--- src/rtl/seq_divider_if.sv ---
// Operand/result bundle for the sequential divider, with start/finish handshake.
interface seq_divider_if #(
  parameter int unsigned LEN = 32
);
  logic [LEN-1:0] dividend;
  logic [LEN-1:0] divisor;
  logic           start;
  logic [LEN-1:0] quotient;
  logic [LEN-1:0] remainder;
  logic           finish;
  logic           div_by_zero;

  modport master (
    output dividend, divisor, start,
    input  quotient, remainder, finish, div_by_zero
  );

  modport slave (
    input  dividend, divisor, start,
    output quotient, remainder, finish, div_by_zero
  );
endinterface

--- src/rtl/seq_divider.sv ---
// Unsigned restoring divider producing one quotient bit per clock. Results are
// held in output registers and refreshed only on completion.
module seq_divider #(
  parameter int unsigned LEN = 32
) (
  input logic          clk,
  input logic          rstn,
  seq_divider_if.slave bus
);

  localparam int unsigned CntW = $clog2(LEN + 1);

  typedef enum logic [1:0] {StIdle, StBusy, StDone} state_e;

  state_e          state_q, state_d;
  logic [LEN:0]    rem_q, rem_d;
  logic [LEN-1:0]  q_q, q_d;
  logic [LEN-1:0]  dvs_q, dvs_d;
  logic [CntW-1:0] cnt_q, cnt_d;
  logic [LEN-1:0]  quotient_q, quotient_d;
  logic [LEN-1:0]  remainder_q, remainder_d;
  logic            dbz_q, dbz_d;

  logic [LEN+1:0]  shifted;
  logic [LEN:0]    trial;

  always_comb begin
    state_d     = state_q;
    rem_d       = rem_q;
    q_d         = q_q;
    dvs_d       = dvs_q;
    cnt_d       = cnt_q;
    quotient_d  = quotient_q;
    remainder_d = remainder_q;
    dbz_d       = dbz_q;
    shifted     = {rem_q, q_q[LEN-1]};
    trial       = shifted[LEN:0] - {1'b0, dvs_q};

    unique case (state_q)
      StIdle: begin
        if (bus.start) begin
          q_d     = bus.dividend;
          dvs_d   = bus.divisor;
          rem_d   = '0;
          cnt_d   = '0;
          state_d = StBusy;
        end
      end
      StBusy: begin
        if (cnt_q == CntW'(LEN)) begin
          // All LEN steps are in the working registers; publish them.
          quotient_d  = q_q;
          remainder_d = rem_q[LEN-1:0];
          dbz_d       = (dvs_q == '0);
          state_d     = StDone;
        end else begin
          if (shifted >= {2'b00, dvs_q}) begin
            rem_d = trial;
            q_d   = {q_q[LEN-2:0], 1'b1};
          end else begin
            rem_d = shifted[LEN:0];
            q_d   = {q_q[LEN-2:0], 1'b0};
          end
          cnt_d = cnt_q + CntW'(1);
        end
      end
      StDone: begin
        state_d = StIdle;
      end
      default: begin
        state_d = StIdle;
      end
    endcase
  end

  always_ff @(posedge clk or negedge rstn) begin
    if (!rstn) begin
      state_q     <= StIdle;
      rem_q       <= '0;
      q_q         <= '0;
      dvs_q       <= '0;
      cnt_q       <= '0;
      quotient_q  <= '0;
      remainder_q <= '0;
      dbz_q       <= 1'b0;
    end else begin
      state_q     <= state_d;
      rem_q       <= rem_d;
      q_q         <= q_d;
      dvs_q       <= dvs_d;
      cnt_q       <= cnt_d;
      quotient_q  <= quotient_d;
      remainder_q <= remainder_d;
      dbz_q       <= dbz_d;
    end
  end

  assign bus.quotient    = quotient_q;
  assign bus.remainder   = remainder_q;
  assign bus.div_by_zero = dbz_q;
  assign bus.finish      = (state_q == StDone);

endmodule

--- src/flat_wrapper.sv ---
// flat-port wrapper written by rule: the top's interface ports become plain ports
module seq_divider_flat 
#(
  parameter int unsigned LEN = 32
)
  (clk, rstn, bus_dividend, bus_divisor, bus_start, bus_quotient, bus_remainder, bus_finish, bus_div_by_zero);
  seq_divider_if #(.LEN(LEN)) bus_i ();
  input logic clk;
  input logic rstn;
  input wire logic [$bits(bus_i.dividend)-1:0] bus_dividend;
  input wire logic [$bits(bus_i.divisor)-1:0] bus_divisor;
  input wire logic [$bits(bus_i.start)-1:0] bus_start;
  output wire logic [$bits(bus_i.quotient)-1:0] bus_quotient;
  output wire logic [$bits(bus_i.remainder)-1:0] bus_remainder;
  output wire logic [$bits(bus_i.finish)-1:0] bus_finish;
  output wire logic [$bits(bus_i.div_by_zero)-1:0] bus_div_by_zero;
  assign bus_i.dividend = bus_dividend;
  assign bus_i.divisor = bus_divisor;
  assign bus_i.start = bus_start;
  assign bus_quotient = bus_i.quotient;
  assign bus_remainder = bus_i.remainder;
  assign bus_finish = bus_i.finish;
  assign bus_div_by_zero = bus_i.div_by_zero;
  seq_divider #(.LEN(LEN)) u_core (.clk(clk), .rstn(rstn), .bus(bus_i));
endmodule
--- config.mk ---
export PLATFORM = sky130hd
export DESIGN_NAME = seq_divider_flat
export DESIGN_NICKNAME = d
export VERILOG_FILES = /design/src/rtl/seq_divider_if.sv /design/src/rtl/seq_divider.sv /design/src/flat_wrapper.sv
export SDC_FILE = /design/constraint.sdc
export NUM_CORES = 1
export LEC_CHECK = 0
export CORE_MARGIN = 2
export CORE_UTILIZATION = 49
export CTS_CLUSTER_DIAMETER = 200
export DETAILED_ROUTE_END_ITERATION = 10
export PLACE_DENSITY = 0.76
export RECOVER_POWER = 25
export REMOVE_ABC_BUFFERS = 1
export SLEW_MARGIN = 25
export SYNTH_ARGS = -nofsm -noshare
export SYNTH_HDL_FRONTEND = slang
export SYNTH_SLANG_ARGS = --single-unit
--- constraint.sdc ---
create_clock -name clk -period 5.2 [get_ports clk]
set_clock_uncertainty 0.15 [all_clocks]
set_input_delay 0.78 -clock clk [delete_from_list [all_inputs] [get_ports clk]]
set_output_delay 0.78 -clock clk [all_outputs]
set_load 0.005 [all_outputs]
==> impl.org <==
** Critical path
- Crit path capture type :: flip-flop
- Max Fanout on Critical Path :: 29
- Launching point of the worst reg2reg path :: u_core.q_q[31]
- Cell count of the worst reg-to-reg path :: 11
- STA classifies the critical path startpoint as a flip-flop.
- Origin of the worst setup path :: u_core.q_q[31]
- Data required time of the worst path :: 5.36 ns
- The worst setup path is of the reg2reg kind.
- For the worst setup path, the data arrival time is roughly 3.8 ns.

** Floorplan
- FP Rows :: 48
- Width of the die :: 138 um
- Die area :: ~0.019 mm2
- Number of primary I/O pins :: ~130
- Die Height :: between 100 and 150 um
- The initial utilization of the core area, before any placement, comes to about half.
- Core Box Area :: between 0.015 and 0.02 mm2

** Logic synthesis
- Fraction of synthesis flops using an asynchronous set or reset pin :: 100%
- For this run, the number of Yosys warnings is 0.
- Number of distinct library cells after synthesis :: slightly below 60
- Largest cells by area after synthesis :: sky130_fd_sc_hd__dfrtp_1 (49%), sky130_fd_sc_hd__nand2_1 (15%), sky130_fd_sc_hd__o21ai_0 (4.9%), sky130_fd_sc_hd__ha_1 (4.9%), sky130_fd_sc_hd__a21oi_1 (2.9%)
- In this run the biggest area consumer among cell types represents between 40% and 50% of the synthesized area.
- Main synth FF type :: sky130_fd_sc_hd__dfrtp_1
- Flops & latches, synth :: 170
- The largest total area in the synthesized netlist belongs to sky130_fd_sc_hd__dfrtp_1.
- Post-synthesis average cell area :: between 8 and 9 um2
- Post-Synthesis Cell Area :: slightly below 0.009 mm2
- EDFF count, synth :: 0
- Synthesis produced a little over 1000 cells.
- Sequential-to-total area share from yosys stat :: 48.5%

** Timing
- Transition at the pin with the smallest max-transition slack :: approximately 2.7 ns
- Of the available clock period, the critical path in the final layout requires roughly 69%.
- Setup-violating endpoint count in the final report :: 0
- Setup ws final :: around 1.6 ns
- Setup repair after global routing missed its margin :: false
- The worst path needs between 3 and 4 ns of the cycle, external delays included.
- Final Max Tran Viols :: 108
- Peak clock frequency supported by timing :: 0.279 GHz
- In this run the tightest slew margin relative to its limit is -79.9%.
- Final total negative setup slack :: 0 ns
- The hold violation count in the final report is 0.

** Clocking
- Clock transition at the registers of the reported paths :: roughly 0.070 ns
- No sink is reached through more buffers than the 2 on the longest clock path.
- CTS built an H-tree with a depth of 4.
- CTS tree :: yes
- Cts-stage hold buffer count :: 0
- In this run, post-CTS repair resized a total of 0 instances.
- For this design, the sink count on the clock tree is 170.
- Once the clock tree was built, the setup fixing pass inserted 0 buffers.
- Clock latency on the worst-skew pair, taken at its later pin, is between 0.4 and 0.5 ns.
- In this run, CTS created clock tree buffers numbering 17.
- Library cell used as clock root buffer :: sky130_fd_sc_hd__clkbuf_16

** Global route
- Number of antenna violations at the first check in global routing :: 0
- Total global-route track usage :: approximately 24%
- First-pass GRT wire length :: 35900 um
- Entering global routing, the biggest net connects approximately 110 pins.
- Global route overflow :: 0
- Number of global-route vias before repair :: 7160

** Power
- Across the VDD grid, the largest voltage drop is about 410 uV.
- For this design the static power due to leakage is 5.05 nW.
- Power density over cell area :: ~760 mW/mm2

** Place
- OpenSTA, run right after detailed placement, puts the worst setup slack at roughly 1.7 ns.
- Count of input and output buffers :: 132
- The congestion estimate from routability-driven global placement came to about 0.92.
- The HPWL after detailed placement is between 10000 and 15000 um.

** Route
- For this run, design rule violations remaining after detail routing come to 0.
- The routed layout has between 7000 and 8000 vias.
- Antenna-violating nets left :: 0
- Dividing the detail-routed via count by the number of cells gives between 5 and 6.
- Before antenna repair, the detailed router went through 5 iterations.
- Average wire per standard cell :: roughly 16 um
- Summed over all layers, the routed wires come to 22100 um.
- After the first detailed-routing iteration, the DRC count stood at 534.

** Cells and area
- Antenna cell count :: 0
- Most frequent standard cell in the layout excluding fill and tap cells :: sky130_fd_sc_hd__nand2_1
- Relative to the synthesized area, the layout overhead comes to 23.2%.
- Number of nets in the layout :: 1228
- The post-route netlist has under 10% of its cells at a drive strength greater than 1.
- Highest-count cells in the layout ignoring fill and taps :: sky130_fd_sc_hd__nand2_1 (342), sky130_fd_sc_hd__dfrtp_1 (170), sky130_fd_sc_hd__clkdlybuf4s50_1 (131)

** Worst hold path
- Path class of the lowest-slack min-delay path :: reg2reg
- Startpoint of the worst hold path :: u_core.bus.remainder[21]
- Counting instances, the worst hold path has a depth of 2.

** Outcome
- Outcome :: finished, violations left
- The checks that failed: max-capacitance violations, max-slew violations.

** Job
- The tool flagged a number of max-cap violations equal to 1.
## Yosys cell counts (4+ instances only)
library cell,number
sky130_fd_sc_hd__nand2_1,342
sky130_fd_sc_hd__dfrtp_1,170
sky130_fd_sc_hd__o21ai_0,86
sky130_fd_sc_hd__a21oi_1,50
sky130_fd_sc_hd__inv_1,45
sky130_fd_sc_hd__clkbuf_1,42
sky130_fd_sc_hd__ha_1,34
sky130_fd_sc_hd__a22oi_1,33
sky130_fd_sc_hd__nor2_1,33
sky130_fd_sc_hd__a21o_1,16
sky130_fd_sc_hd__xor2_1,16
sky130_fd_sc_hd__xnor2_1,13
sky130_fd_sc_hd__a32oi_1,10
sky130_fd_sc_hd__buf_2,10
sky130_fd_sc_hd__nand3_1,10
sky130_fd_sc_hd__nand4_1,10
sky130_fd_sc_hd__nor4_1,10
sky130_fd_sc_hd__mux2i_1,8
sky130_fd_sc_hd__nor3_1,7
sky130_fd_sc_hd__a31oi_1,6
sky130_fd_sc_hd__and2_1,6
sky130_fd_sc_hd__o21a_1,5
sky130_fd_sc_hd__nand2b_1,4
sky130_fd_sc_hd__nor2b_1,4
## critical path, cell delays in order (launching register included)
cell,delay [ns]
sky130_fd_sc_hd__dfrtp_1,0.40
sky130_fd_sc_hd__inv_1,0.07
sky130_fd_sc_hd__ha_1,0.18
sky130_fd_sc_hd__fa_1,0.21
sky130_fd_sc_hd__nand2b_1,0.16
sky130_fd_sc_hd__a21oi_1,0.08
sky130_fd_sc_hd__o311ai_1,0.50
sky130_fd_sc_hd__a31oi_2,0.24
sky130_fd_sc_hd__a21oi_4,0.55
sky130_fd_sc_hd__buf_4,0.43
sky130_fd_sc_hd__nor2_1,0.13
sky130_fd_sc_hd__a221o_1,0.34
## report_power, final
group	switching, mW	total (mW)	internal [mW]
clock network	0.575	1.30	0.721
registers	0.460	2.43	1.97
logic	2.56	4.50	1.94
total	3.59	8.23	4.63
## per-layer routing
layer / GRT usage, % / share of wire (%)
met3: 4.27 / 4.7
met1: 34.1 / 46
met4: 7.14 / 1.5
met2: 38.6 / 47
met5: 0 / 0
## worst paths after layout
kind,to,slack (ns)
hold reg to reg,u_core.bus.remainder[21],0.32
hold / removal,u_core.bus.remainder[21],0.32
setup / recovery,u_core.q_q[0],1.62
min in group asynchronous,u_core.bus.remainder[6],1.00
max in group asynchronous,u_core.q_q[16],2.29
setup reg to reg,u_core.q_q[0],1.62
## flip-flops by register name, summed over array words and instances (netlist names)
register                cells
u_core.bus.remainder       32
u_core.dvs_q               32
u_core.q_q                 32
u_core.rem_q               33
u_core.bus.quotient        32
u_core.cnt_q                6
u_core.state_q              2
u_core.bus.div_by_zero      1
## layout make-up
cell class,instances,area (um2)
Fill cell,1559,6620
Sequential cell,170,4250
Multi-Input combinational cell,753,4130
Timing Repair Buffer,138,1370
Clock buffer,18,429
Tap cell,225,282
Inverter,46,175
Clock inverter,13,159
## cell families after synthesis
group | Yosys count | share of synthesized area, %
buf+inv | 103 | 4.65
mux | 8 | 0.914
xor+xnor | 29 | 2.90
flops | 170 | 48.5
simple gates | 441 | 20.8
compound gates | 240 | 17.1
fa+ha+maj | 35 | 5.08
## per-stage QoR
step | instance area [um2] | hold WS [ns] | utilization [%] | power, mW | std cells
6_report | 10800 | 0.321 | 62.0 | 8.23 | 1363
5_1_grt | 10800 | 0.344 | 62.0 | 8.93 | 1363
4_1_cts | 10800 | 0.328 | 62.0 | 8.23 | 1363
3_5_place_dp | 10200 | 0.311 | 58.7 | 6.89 | 1332
3_3_place_gp | 10200 | 0.308 | 58.6 | 6.80 | 1332
2_1_floorplan | 8530 | 0.310 | - | 5.49 | 969
Power figures use the tool's default switching activity.
